--- config.mk ---
export PLATFORM = sky130hd
export DESIGN_NAME = bias_startup_ctrl
export DESIGN_NICKNAME = d
export VERILOG_FILES = /design/src/rtl/bias_startup_ctrl.sv
export SDC_FILE = /design/constraint.sdc
export NUM_CORES = 1
export LEC_CHECK = 0
export BUFFER_PORTS_ARGS = -buffer_cell sky130_fd_sc_hd__buf_4
export CAP_MARGIN = 10
export CORE_MARGIN = 5
export CORE_UTILIZATION = 40
export CTS_CLUSTER_DIAMETER = 60
export DETAILED_ROUTE_END_ITERATION = 8
export PLACE_DENSITY_LB_ADDON = 0.3
export SLEW_MARGIN = 40
export SYNTH_ARGS = -nofsm -noshare
export SYNTH_HDL_FRONTEND = slang
export SYNTH_SLANG_ARGS = --single-unit
--- constraint.sdc ---
create_clock -name CLK_I -period 2.43 [get_ports CLK_I]
set_clock_uncertainty 0.15 [all_clocks]
set_input_delay 0 -clock CLK_I [delete_from_list [all_inputs] [get_ports CLK_I]]
set_output_delay 0 -clock CLK_I [all_outputs]
set_load 0.005 [all_outputs]
--- src/rtl/bias_startup_ctrl.sv ---
`default_nettype none
// ============================================================================
// Module   : bias_startup_ctrl
// Brief    : Power-up sequencer and valid-flag debouncer for the EG1d80V
//            bias/bandgap cell. Define BIAS_STARTUP_RETRY_EN to retry startup.
// Revision : 1.0
// ============================================================================
module bias_startup_ctrl #(
    parameter int STARTUP_CYC  = 64,
    parameter int SETTLE_CYC   = 256,
    parameter int DEBOUNCE_CYC = 4,
    parameter int TIMEOUT_CYC  = 1024,
    parameter int MAX_RETRY    = 3
) (
    input  logic       CLK_I,
    input  logic       RST_I,
    input  logic       REQ_I,
    input  logic       VBIAS_REQ_I,
    input  logic [3:0] TRIM_BIAS_CFG_I,
    input  logic [4:0] TRIM_CURV_CFG_I,
    input  logic [4:0] TRIM_VBG_CFG_I,
    input  logic       BG_VALID_N_I,
    output logic       EN_O,
    output logic       EN_VBIAS_O,
    output logic       BG_STARTUP_O,
    output logic [3:0] TRIM_BIAS_O,
    output logic [4:0] TRIM_CURV_O,
    output logic [4:0] TRIM_VBG_O,
    output logic       READY_O,
    output logic       FAULT_O,
    output logic [2:0] STATE_O
);

    typedef enum logic [2:0] {
        S_OFF     = 3'd0,
        S_STARTUP = 3'd1,
        S_SETTLE  = 3'd2,
        S_CHECK   = 3'd3,
        S_READY   = 3'd4,
        S_FAULT   = 3'd5
    } state_t;

    localparam logic [15:0] c_startup_last = 16'(STARTUP_CYC - 1);
    localparam logic [15:0] c_settle_last  = 16'(SETTLE_CYC - 1);
    localparam logic [15:0] c_timeout_last = 16'(TIMEOUT_CYC - 1);
    localparam logic [7:0]  c_deb_last     = 8'(DEBOUNCE_CYC - 1);

    state_t      state_q, state_d;
    logic [1:0]  sync_q;
    logic [15:0] timer_q, timer_d;
    logic [7:0]  deb_q, deb_d;
    logic        en_q, en_d;
    logic        en_vbias_q, en_vbias_d;
    logic        bg_startup_q, bg_startup_d;
    logic        ready_q, ready_d;
    logic        fault_q, fault_d;
    logic [3:0]  trim_bias_q;
    logic [4:0]  trim_curv_q;
    logic [4:0]  trim_vbg_q;
    logic        w_vld;
    logic        w_fail;

`ifdef BIAS_STARTUP_RETRY_EN
    logic [3:0]  retry_q, retry_d;
`else
    logic        w_unused_retry;
    assign w_unused_retry = ^4'(MAX_RETRY);
`endif

    // The cell flag is active-low; sync_q[1] is the metastability-safe copy.
    assign w_vld = ~sync_q[1];

    always_comb begin
        state_d = state_q;
        w_fail  = 1'b0;
        case (state_q)
            S_OFF:     if (REQ_I) state_d = S_STARTUP;
            S_STARTUP: if (timer_q == c_startup_last) state_d = S_SETTLE;
            S_SETTLE:  if (timer_q == c_settle_last) state_d = S_CHECK;
            S_CHECK: begin
                if (w_vld && (deb_q == c_deb_last)) begin
                    state_d = S_READY;
                end else if (timer_q == c_timeout_last) begin
                    w_fail = 1'b1;
                end
            end
            S_READY:   if (!w_vld && (deb_q == c_deb_last)) w_fail = 1'b1;
            S_FAULT:   state_d = S_FAULT;
            default:   state_d = S_OFF;
        endcase

`ifdef BIAS_STARTUP_RETRY_EN
        retry_d = retry_q;
        if (w_fail) begin
            if (retry_q < 4'(MAX_RETRY)) begin
                retry_d = retry_q + 4'd1;
                state_d = S_STARTUP;
            end else begin
                state_d = S_FAULT;
            end
        end
        if (state_q == S_OFF) retry_d = 4'd0;
`else
        if (w_fail) state_d = S_FAULT;
`endif

        if (!REQ_I) state_d = S_OFF;

        timer_d = (timer_q == 16'hFFFF) ? timer_q : timer_q + 16'd1;
        deb_d   = 8'd0;
        if ((state_q == S_CHECK && w_vld) || (state_q == S_READY && !w_vld)) begin
            deb_d = (deb_q == 8'hFF) ? deb_q : deb_q + 8'd1;
        end
        if (state_d != state_q) begin
            timer_d = 16'd0;
            deb_d   = 8'd0;
        end

        // Outputs are decoded from the next state so they change with STATE_O.
        en_d         = state_d inside {S_STARTUP, S_SETTLE, S_CHECK, S_READY};
        bg_startup_d = (state_d == S_STARTUP);
        ready_d      = (state_d == S_READY);
        fault_d      = (state_d == S_FAULT);
        en_vbias_d   = (state_d == S_READY) && VBIAS_REQ_I;
    end

    always_ff @(posedge CLK_I) begin
        if (RST_I) begin
            state_q      <= S_OFF;
            sync_q       <= 2'b11;
            timer_q      <= 16'd0;
            deb_q        <= 8'd0;
            en_q         <= 1'b0;
            en_vbias_q   <= 1'b0;
            bg_startup_q <= 1'b0;
            ready_q      <= 1'b0;
            fault_q      <= 1'b0;
            trim_bias_q  <= 4'd0;
            trim_curv_q  <= 5'd0;
            trim_vbg_q   <= 5'd0;
        end else begin
            state_q      <= state_d;
            sync_q       <= {sync_q[0], BG_VALID_N_I};
            timer_q      <= timer_d;
            deb_q        <= deb_d;
            en_q         <= en_d;
            en_vbias_q   <= en_vbias_d;
            bg_startup_q <= bg_startup_d;
            ready_q      <= ready_d;
            fault_q      <= fault_d;
            // Trims track the configuration only while the cell is off.
            if (state_q == S_OFF) begin
                trim_bias_q <= TRIM_BIAS_CFG_I;
                trim_curv_q <= TRIM_CURV_CFG_I;
                trim_vbg_q  <= TRIM_VBG_CFG_I;
            end
        end
    end

`ifdef BIAS_STARTUP_RETRY_EN
    always_ff @(posedge CLK_I) begin
        if (RST_I) begin
            retry_q <= 4'd0;
        end else begin
            retry_q <= retry_d;
        end
    end
`endif

    assign EN_O         = en_q;
    assign EN_VBIAS_O   = en_vbias_q;
    assign BG_STARTUP_O = bg_startup_q;
    assign TRIM_BIAS_O  = trim_bias_q;
    assign TRIM_CURV_O  = trim_curv_q;
    assign TRIM_VBG_O   = trim_vbg_q;
    assign READY_O      = ready_q;
    assign FAULT_O      = fault_q;
    assign STATE_O      = state_q;

endmodule
`default_nettype wire
==> Word-level counts from Yosys, hierarchy flattened <==
Index checks and enable logic that the tools add are counted.
{ "word_totals": {"reg_bits": 48, "in_bits": 19, "output_inout_bits": 22, "elab_cells": 53} }
{ "classes": {"n_addsub": 2, "eq_ne": 17, "mux": 10, "bitwise": 2, "n_reduce_logical": 10} }
{ "ops": {"columns": ["operator", "n"], "rows": [
  ["case mux 3 bit (6 select lines)", 1],
  ["adder 16 x 1 -> 16 bit, second input constant", 1],
  ["equality test 16 x 10 -> 1 bit, second input constant", 1],
  ["equality test 16 bit, second input constant", 1],
  ["equality test 16 x 6 -> 1 bit, second input constant", 1],
  ["equality test 16 x 8 -> 1 bit, second input constant", 1],
  ["2-to-1 mux 3 bit", 5],
  ["equality test 3 x 2 -> 1 bit, second input constant", 4],
  ["equality test 3 bit, second input constant", 4],
  ["adder 8 x 1 -> 8 bit, second input constant", 1],
  ["equality test 8 x 2 -> 1 bit, second input constant", 1],
  ["equality test 8 bit, second input constant", 1],
  ["equality test 3 x 1 -> 1 bit, second input constant", 2],
  ["logical AND 1 bit", 5],
  ["nonzero test 4 bit", 1],
  ["zero test 3 bit", 1],
  ["2-to-1 mux 1 bit", 3],
  ["!= test 3 bit", 1],
  ["OR reduction 3 bit", 1],
  ["inverter 1 bit", 2],
  ["case mux 1 bit (2 select lines)", 1],
  ["OR reduction 2 bit", 1],
  ["logical OR 1 bit", 1]
]} }

==> Logic depth before layout (Yosys ltp) <==
Gate-level depths: netlist of run 1.
{ "depth": {"word_depth": 8, "depth_mapped": 9, "ltp_nobuf": 7} }

==> Worst setup path after synthesis of run 1 <==
Ideal clock, no wire load.
{ "synth_timing": {"path_kind": "reg-to-reg", "from": "reg deb_q[0]", "to": "reg timer_q[10]", "setup_time_ns": 0.117, "arrival_ns": 2.408, "t_required_ns": 2.163, "setup_slack_ns": -0.245, "path_stages_with_launch": 10, "n_path_buf": 2, "period_less_slack_ns": 2.675, "cell_sequence": "dfxtp_1 > ha_1 > or4b_1 > clkbuf_1 > o311ai_2 > o211ai_1 > and2_1 > o211ai_4 > buf_8 > nor2_2"} }
{ "synth_via": {"elab_chain_len": 8, "word_cells_on_any_way": 12, "cone_classes": "eq/ne: 2; mux: 7; reduce/logical: 3"} }
{ "synth_lines": {"columns": ["element", "line_no", "rtl"], "rows": [
  ["start: declaration", "51", "logic [7:0] deb_q, deb_d;"],
  ["start signal: assignment", "132", "deb_q <= 8'd0;"],
  ["start signal: assignment", "145", "deb_q <= deb_d;"],
  ["equality test 8 x 2 -> 1 bit *", "81, 87", null],
  ["logical AND 1 bit, on equally long branches", "81, 87", null],
  ["2-to-1 mux 3 bit, or another cell as far along", "81", "if (w_vld && (deb_q == c_deb_last)) begin"],
  ["case mux 3 bit (6 select lines) / case mux 1 bit (2 select lines) (equally long branches)", "76", "case (state_q)"],
  ["2-to-1 mux 3 bit *", "104", "if (w_fail) state_d = S_FAULT;"],
  ["2-to-1 mux 3 bit *", "107", "if (!REQ_I) state_d = S_OFF;"],
  ["!= test 3 bit *", "114", "if (state_d != state_q) begin"],
  ["OR reduction 2 bit (no line) *", null, null],
  ["end signal: assignment", "144", "timer_q <= timer_d;"],
  ["end: declaration", "50", "logic [15:0] timer_q, timer_d;"]
]} }
Mark *: on every way between the ends. The rest lies on a longest branch, timed or not.
A chain may end at the register's enable or synchronous reset.

==> Worst setup path in the final report of run 1 <==
{ "layout_timing": {"from": "reg timer_q[11]", "to": "reg timer_q[14]"} }
{ "layout_via": {"elab_chain_len": 8, "word_cells_on_any_way": 15, "cone_classes": "add/sub: 1; eq/ne: 5; mux: 8; reduce/logical: 1"} }
{ "layout_lines": {"columns": ["element", "line_no", "rtl"], "rows": [
  ["equality test 16 x 10 -> 1 bit", "83", "end else if (timer_q == c_timeout_last) begin"],
  ["2-to-1 mux 1 bit", "83", null],
  ["2-to-1 mux 1 bit", "81", null],
  ["case mux 1 bit (2 select lines)", "76", null],
  ["2-to-1 mux 3 bit", "104", null],
  ["2-to-1 mux 3 bit", "107", null],
  ["!= test 3 bit", "114", null],
  ["OR reduction 2 bit (no line)", null, null]
]} }
Several ways; a longest one is shown, not always the timed one.

==> results of run 1 <==
[path summary, 6_finish.rpt]
kind | from | to | slack, ns | cells past startpoint
min reg2reg | sync_q[0] | sync_q[1] | 0.29 | 1
max | timer_q[11] | timer_q[14] | -0.13 | 8
min | sync_q[0] | sync_q[1] | 0.29 | 1
max reg2reg | timer_q[11] | timer_q[14] | -0.13 | 8
[per-stage QoR]
step           cells  cell area [um^2]  total power, uW
2_1_floorplan    262              2277            895.3
3_3_place_gp     387              2799            959.1
3_5_place_dp     387              2799            962.6
4_1_cts          428              3251             1504
5_1_grt          434              3395             1580
6_report         434              3395             1511
[cells by family after synthesis]
logic type | count (synthesis)
fa+ha+maj | 2
buf+inv | 18
mux | 1
compound gates | 48
xor+xnor | 14
flops | 48
simple gates | 131
[power by group]
part           total, uW  switching (uW)  leakage (uW)  internal [uW]
Combinational        189            74.6      0.000905            115
Clock                501             270     0.0000434            231
Sequential           821            14.1      0.000393            807
[worst register-to-register path, delay by kind of cell, from the launching register on]
family | cells | cell delay [ns]
compound gates | 3 | 0.57
buf+inv | 2 | 0.38
flops | 1 | 0.33
simple gates | 3 | 1.02
[per-layer routing]
metal | routed length (um) | vias to the layer above | GRT usage [%]
met5 | 0 | - | 0
met1 | 2742 | 1060 | 19.18
li1 | - | 1112 | -
met2 | 2974 | 55 | 29.18
met3 | 275 | 9 | 3.786
met4 | 112 | 0 | 5.755
[area by class of cell]
type | count | share of cell area [%]
multi-input combinational | 196 | 38.33
sequential | 48 | 28.42
timing repair buffer | 105 | 27.17
tap | 72 | 2.654
clock buffer | 6 | 2.433
inverter | 5 | 0.5529
clock inverter | 2 | 0.4423
[sequential cells by signal, summed over array words and instances, names as in the netlist, 2 cells and up]
| name | flops |
|---|---|
| sync_q | 2 |
| TRIM_BIAS_O | 4 |
| TRIM_VBG_O | 5 |
| STATE_O | 3 |
| deb_q | 8 |
| TRIM_CURV_O | 5 |
| timer_q | 16 |
[synthesized netlist by cell type (all sizes together) (2+ instances only)]
library cell  number
ha                 2
nor4               2
and3               2
and4               2
a31oi              4
inv                5
xnor2              7
a211oi             3
or4                2
o41ai              2
nor2              29
or2                3
clkbuf             9
dfxtp             48
a21oi             20
o21ai              5
nand2b             3
o211ai             4
and2               3
buf                4
nand4              6
o311ai             2
nor3              12
nand2             45
nand3             10
nor3b              2
o22ai              2
xor2               7
or3                4
[repair_timing]
item	4_1_cts	5_1_grt
hold endpoints to repair	24	0
resized for setup	6	9
gates cloned	0	3
pin swaps	3	10
setup buffers	0	3
hold buffers	33	0
endpoints found under the setup margin	29	28
==> flow_summary.ini, run 1 <==
[clock_network]
cts-buffers-inserted = 5
clk_latency_ns = 0.30
htree_levels = 2
cts_tree = built
cts.sinks = 48
clockBufferDepth = 2
ctsRootBufferMaster = clkbuf_8
cts.reportedPaths.clkPinSlew_ns = 0.09

[timing]
rsz0062_at_grt = yes
slew_viol_final = 0
fin_ws_ns = -0.1349
max_freq_mhz = 389.9
period_minus_slack_ns = 2.565
relSlewSlack_pct = 67.65
fin_hold_ws_ns = 0.2887
fin_crit_sh_pct = 105.6
finalHoldViolations = 0
tightest_slew_ns = 0.4842
fin_tns_setup_ns = -2.074
setup_viol = 22

[yosys]
synth_edf_count = 0
synth_top_family_by_area = simple AND/OR/NAND/NOR gates
syn_inst = 262
synthXorXnorAreaFrac_pct = 5.475
synth_adder_area_share_pct = 1.117
synth.net_count = 283
synth_top_area_share_pct = 42.91
synth.mux.area_fraction_pct = 0.4469
synth_flop_cell = dfxtp_1
synth_area_leaders = dfxtp_1 43%, nand2_1 7.4%, a21oi_1 4.5%, nor2_1 3.2%, nor2_2 2.8%
synth_compound_area_share_pct = 16.15
ys_warn_count = 0
yosys.area.top_type = dfxtp_1
async_flop_share_pct = 0
avgSynthCellArea_um2 = 8.548
syn_area_um2 = 2240
yosys.area_share.simple_pct = 30.00
ys_seq_elements = 48
ys_seq_area_share_pct = 42.91
synth_cell_types = 52

[worst_hold_path]
hp-class = reg2reg

[routing]
vias = 2236
wirelength_um = 6105
firstDrtPassIters = 4
detail-route-antenna-nets = 0
wl_per_cell_um = 14.07
drc = 0
viasPerCell = 5.152
drtIter0Drc = 86

[cells_and_area]
multi_input_area_um2 = 1301
final-seq-area_um2 = 964.7
drive_above_1_share_pct = 33.70
nets = 382
final_util_pct = 62.03
final_cell_mix = 68 x buf_4, 45 x dfxtp_1, 44 x nand2_1, 33 x dlygate4sd3_1, 20 x a21oi_1
fillers = 482
final_common_cell = buf_4
n_antenna_cell = 0
syn2layout_area_growth_pct = 51.56

[global_route]
grt_antenna_before_repair = 0
grt_pass1_wl_um = 9618
grt_max_degree = 23
grt_overflow_total = 0
grt_usage_pct = 16.38
first_global_vias = 2165

[setup_path]
cpLargestDelayFamily = simple AND/OR/NAND/NOR gates
endpoint_kind = register
cp_slowest_cell = or4_4
cp_max_fo = 5
worst-path-buf-inv = 2
start_kind = register
cp_data_required_time_ns = 2.47
crit_chain = or4_4 -> or4_4 -> buf_4 -> o311ai_4 -> o22ai_2 -> o211ai_4 -> clkbuf_16 -> nor3_2
arrival_ns = 2.61
critPathMostFrequentCell = or4_4
crit_type = reg2reg
slowest_delay_ns = 0.52

[pwr]
p_leak_uw = 0.001341
peakVddDrop_mv = 0.3311
p_per_area_nw_per_um2 = 445.2

[placed_design]
portBuffers = 40
dp.final_hpwl_um = 3788
pre_cts_slack_ns = -0.1741
place_congestion = 0.8512

[floorplan]
start_util_pct = 40.92
ios = 41
die_area_um2 = 7195
die_x_um = 84.83
rows = 27
die_y_um = 84.83
core_area_um2 = 5473

[job]
maxCapViolCount = 0

[outcome]
violations = setup timing
outcome = finished with violations
Note: power is estimated with default switching activity, not from simulation.
==> run 2: changes to the inputs <==
- ABC_AREA: default -> 1
==> flow_summary.ini, run 2 <==
[cells_and_area]
final_cell_mix = 81 x nor2_1, 48 x dfxtp_1, 42 x buf_4, 34 x nand2_1, 27 x inv_1
nets = 393
largest_reg_flops = 16
regMostFlops = timer_q
final-seq-area_um2 = 960.9
drive_above_1_share_pct = 21.45
syn2layout_area_growth_pct = 30.40
multi_input_area_um2 = 1167
reg_top3 = timer_q: 16 flops, deb_q: 8 flops
fillers = 523
n_antenna_cell = 0
final_common_cell = nor2_1

[pwr]
p_leak_uw = 0.001275
clkPwrFrac_pct = 37.5
power_switching_share_pct = 22.94
intPower_uw = 1204
seq_power_share_pct = 52.7
peakVddDrop_mv = 0.4350
p_per_area_nw_per_um2 = 529.4
p_sw_uw = 358.4
pwr-share-comb_pct = 9.7

[timing]
max_freq_mhz = 461.4
fin_crit_sh_pct = 89.20
finalHoldViolations = 0
relSlewSlack_pct = 70.74
setup_viol = 0
tightest_slew_ns = 0.4384
rsz0062_at_grt = no
slew_viol_final = 0
period_minus_slack_ns = 2.168
fin_tns_setup_ns = 0
fin_ws_ns = 0.2625

[global_route]
grt_overflow_total = 0
grt_usage_pct = 14.23
grt_max_degree = 18
first_global_vias = 1993
grt_antenna_before_repair = 0
grt_pass1_wl_um = 8487

[clock_network]
cts_resized = 0
ctsRootBufferMaster = clkbuf_8
cts-buffers-inserted = 5
clk_latency_ns = 0.31
cts.reportedPaths.clkPinSlew_ns = 0.09
cts_post_setup_buffers_inserted = 0
clockBufferDepth = 2
cts.sinks = 48
cts_tree = built
hold_buffers = 19
htree_levels = 2

[outcome]
outcome = finished clean

[yosys]
synth_common_cells = 81 x nor2_1, 48 x dfxtp_1, 34 x nand2_1
syn_area_um2 = 2263
yosysMostFrequentCell = nor2_1
avgSynthCellArea_um2 = 7.349
ys_warn_count = 0
synth_top_area_share_pct = 42.45
syn_inst = 308
synth_flop_cell = dfxtp_1
yosys.area.top_type = dfxtp_1
synth_cell_types = 30
ys_seq_area_share_pct = 42.45
async_flop_share_pct = 0
synth_area_leaders = dfxtp_1 42%, nor2_1 13%, nand2_1 5.6%, nand3_1 5.5%, xor2_1 4.6%
synth.net_count = 329
synth_edf_count = 0
ys_seq_elements = 48

[placed_design]
place_congestion = 0.8833
dp.final_hpwl_um = 3481
pre_cts_slack_ns = 0.2728
portBuffers = 40

[routing]
viasPerCell = 4.701
wl_per_cell_um = 10.94
detail-route-antenna-nets = 0
wirelength_um = 4867
vias = 2092
firstDrtPassIters = 4
drc = 0
drtIter0Drc = 82

[floorplan]
die_x_um = 85.23
ios = 41
core_area_um2 = 5507
rows = 27
die_y_um = 85.23
start_util_pct = 41.10
die_area_um2 = 7263

[setup_path]
cp_data_required_time_ns = 2.52
cp_max_fo = 16
ff2ff_path_depth = 13
endpoint_kind = register
arrival_ns = 2.25
start_kind = register
crit_type = reg2reg

[job]
maxCapViolCount = 0

[worst_hold_path]
holdPathStages = 1
hp-class = reg2reg
## run 2: cell types whose count changed in the layout (fill, tap and decap cells not counted), sizes merged, moves of 6 or more
cell         previous run  this run
nand3                  10        27
nor3                   12         6
buf                    70        42
nor2                   29        97
o21ai                   5        20
a21oi                  20         3
inv                     5        31
dlygate4sd3            33        19
nand2                  45        39
## run 2: power groups by stage
stage | clock network, uW | logic [uW] | registers (uW)
after floorplan | 0 | 61.0 | 843
after global placement | 0 | 127 | 841
after detailed placement | 0 | 128 | 842
after CTS | 608 | 153 | 824
after global routing | 644 | 170 | 827
final | 586 | 152 | 824
## run 2: final timing paths
check                  start    endpoint  slack [ns]
setup / recovery  timer_q[0]  timer_q[3]        0.26
hold / removal     sync_q[0]   sync_q[1]        0.27
setup reg to reg  timer_q[0]  timer_q[3]        0.26
hold reg to reg    sync_q[0]   sync_q[1]        0.27
## run 2: through the flow
stage	utilization [%]	instance area [um^2]	instances	total power [uW]	hold WS (ns)
after global placement	48.06	2646	418	968.5	0.03520
after floorplan	-	2263	308	904.2	-0.07762
final	53.60	2952	445	1562	0.2676
after CTS	53.60	2952	445	1585	0.2677
after detailed placement	48.06	2646	418	970.5	0.04037
after global routing	53.60	2952	445	1641	0.2920
## run 2: cell type report
cell class	instances	share of cell area, %
Multi-Input combinational cell	226	39.55
Inverter	30	3.815
Clock buffer	5	2.331
Clock inverter	3	1.568
Tap cell	72	3.052
Timing Repair Buffer	61	17.13
Sequential cell	48	32.56
## run 2: metal layers
layer  vias to the layer above  share of wire (%)  global-route usage (%)
met5                         -                  0                       0
met4                         0                1.9                   5.468
met3                        10                7.1                   5.243
met2                        51                 46                   23.94
met1                       928                 45                   16.39
li1                       1103                  -                       -
## run 2: cells by family (layout without fill, tap and decap cells)
logic type	count (synthesis)	count (layout)	synth area share (%)
compound gates	24	24	5.417
xor+xnor	18	18	6.965
fa+ha+maj	2	2	1.105
buf+inv	34	99	5.970
flops	48	48	42.45
mux	2	2	0.8845
simple gates	180	180	37.20
## run 2: worst max-delay path, cell delays in order, from the launching register on
cell and delay (ns):
dfxtp_1 0.37, ha_1 0.22, nand3_1 0.16, inv_2 0.08, nand2_2 0.10, nor2_1 0.13, nand3_1 0.07, nand3_1 0.12
nand2_2 0.09, nand2_1 0.06, nand2_1 0.09, nor2_4 0.17, nand2_4 0.16, nor2_1 0.13
==> run 3: changes to the inputs <==
- clock period: 2.43 -> 2.6 ns (I/O delays scaled with it)
==> flow_summary.ini, run 3 (synthesis gave the netlist of run 2 again) <==
[outcome]
outcome = finished clean

[timing]
fin_ws_ns = 0.4439
max_freq_mhz = 463.8
period_minus_slack_ns = 2.156
tightest_slew_ns = 0.7043
setup_viol = 0
finalHoldViolations = 0
relSlewSlack_pct = 52.66
fin_crit_sh_pct = 82.93
rsz0062_at_grt = no
fin_tns_setup_ns = 0
slew_viol_final = 0

[clock_network]
cts_resized = 0
clk_latency_ns = 0.30
ctsRootBufferMaster = clkbuf_8
cts.reportedPaths.clkPinSlew_ns = 0.09
cts_post_setup_buffers_inserted = 0
htree_levels = 2
cts.sinks = 48
clockBufferDepth = 2
cts-buffers-inserted = 5
cts_tree = built

[cells_and_area]
reg_top3 = timer_q: 16 flops, deb_q: 8 flops
drive_above_1_share_pct = 21.24
syn2layout_area_growth_pct = 29.24
fillers = 520
largest_reg_flops = 16
nets = 392
n_antenna_cell = 0
final_cell_mix = 81 x nor2_1, 48 x dfxtp_1, 41 x buf_4, 34 x nand2_1, 27 x inv_1
regMostFlops = timer_q
final_common_cell = nor2_1

[routing]
drc = 0
drtIter0Drc = 87
wirelength_um = 4778
viasPerCell = 4.622
vias = 2052
wl_per_cell_um = 10.76
detail-route-antenna-nets = 0
firstDrtPassIters = 4

[worst_hold_path]
hp-class = in2reg
holdPathStages = 3
worstHoldEndpoint = STATE_O[1]
hold_start = RST_I

[global_route]
grt_overflow_total = 0
grt_use_met3_pct = 4.175
grt_util_met1_pct = 16.31
grt_antenna_before_repair = 0
grt_max_degree = 18
grt_usage_pct = 14.39
grt_pass1_wl_um = 8769
grt_most_used_layer = met2
use_met2_pct = 25.71
first_global_vias = 2138

[pwr]
p_leak_uw = 0.001266
p_per_area_nw_per_um2 = 471.4
peakVddDrop_mv = 0.3231

[placed_design]
pre_cts_slack_ns = 0.4496
place_congestion = 0.8867
dp.final_hpwl_um = 3454
portBuffers = 40

[setup_path]
cp_slowest_cell = dfxtp_1
arrival_ns = 2.24
ff2ff_path_depth = 13
cp_data_required_time_ns = 2.69
cp_max_fo = 16
r2r-end = timer_q[4]
critPathMostFrequentCell = nand3_1
crit_type = reg2reg
start_kind = register
r2r_slack_ns = 0.44
r2r_start = timer_q[0]
endpoint_kind = register
slowest_delay_ns = 0.38
crit_chain = ha_1 -> nand3_1 -> inv_2 -> nand2_2 -> nor2_1 -> nand3_1 -> nand3_1 -> nand2_2 -> nand2_1 -> nand2_1 -> nor2_4 -> nand2_4 -> nor2_1

[floorplan]
start_util_pct = 41.10
die_x_um = 85.23
rows = 27
die_y_um = 85.23
core_area_um2 = 5507
ios = 41
die_area_um2 = 7263

[job]
maxCapViolCount = 0
==> run 3: cell count changes in the layout (fill, tap and decap cells not counted), sizes merged <==
cell,change
buf,-1
bufinv,-1
clkbuf,+1
clkinv,+1
clkinvlp,-1
==> run 3: layout make-up <==
class / count / area, um^2 / share of cell area, %
Inverter: 30 / 112.6 / 3.849
Clock buffer: 6 / 82.58 / 2.823
Clock inverter: 2 / 13.76 / 0.4705
Tap cell: 72 / 90.09 / 3.080
Sequential cell: 48 / 960.9 / 32.85
Multi-Input combinational cell: 226 / 1167 / 39.91
Timing Repair Buffer: 60 / 498.0 / 17.02
==> run 3: metrics by stage <==
step	instances	utilization, %	total power, uW	hold slack [ns]	instance area (um^2)
finish	444	53.12	1379	0.2709	2925
global route	444	53.12	1452	0.2837	2925
CTS	444	53.12	1401	0.2679	2925
detailed placement	417	47.92	906.2	0.04013	2639
global placement	417	47.92	905.2	0.03531	2639
floorplan	308	-	845.1	-0.07762	2263
==> run 3: worst max-delay path, delay by kind of cell (launching register included) <==
kind          cells  cell delay [ns]
simple gates     11             1.26
fa+ha+maj         1             0.22
buf+inv           1             0.08
flops             1             0.38
==> run 3: worst max-delay path by stage <==
stage | startpoint | to | cells past startpoint
4_1_cts | timer_q[0] | timer_q[4] | 13
6_report | timer_q[0] | timer_q[4] | 13
5_1_grt | timer_q[0] | timer_q[4] | 13
3_5_place_dp | timer_q[0] | timer_q[4] | 13
2_1_floorplan | timer_q[0] | timer_q[7] | 11
3_3_place_gp | timer_q[0] | timer_q[2] | 13
==> run 3: repair_timing <==
action                                  4_1_cts  5_1_grt
hold endpoints to repair                     23        0
hold buffers                                 19        0
endpoints found under the setup margin        0        0
==> run 3: routing by layer <==
metal | vias to the layer above | part of all wire [%]
met3 | 5 | 6.3
met4 | 0 | 0.94
met1 | 895 | 44
met2 | 50 | 48
met5 | - | 0
li1 | 1102 | -
==> run 3: power breakdown <==
part	switching, uW	internal [uW]
Combinational	63.6	77.9
Sequential	13.2	758
Clock	249	218
Total	326	1050
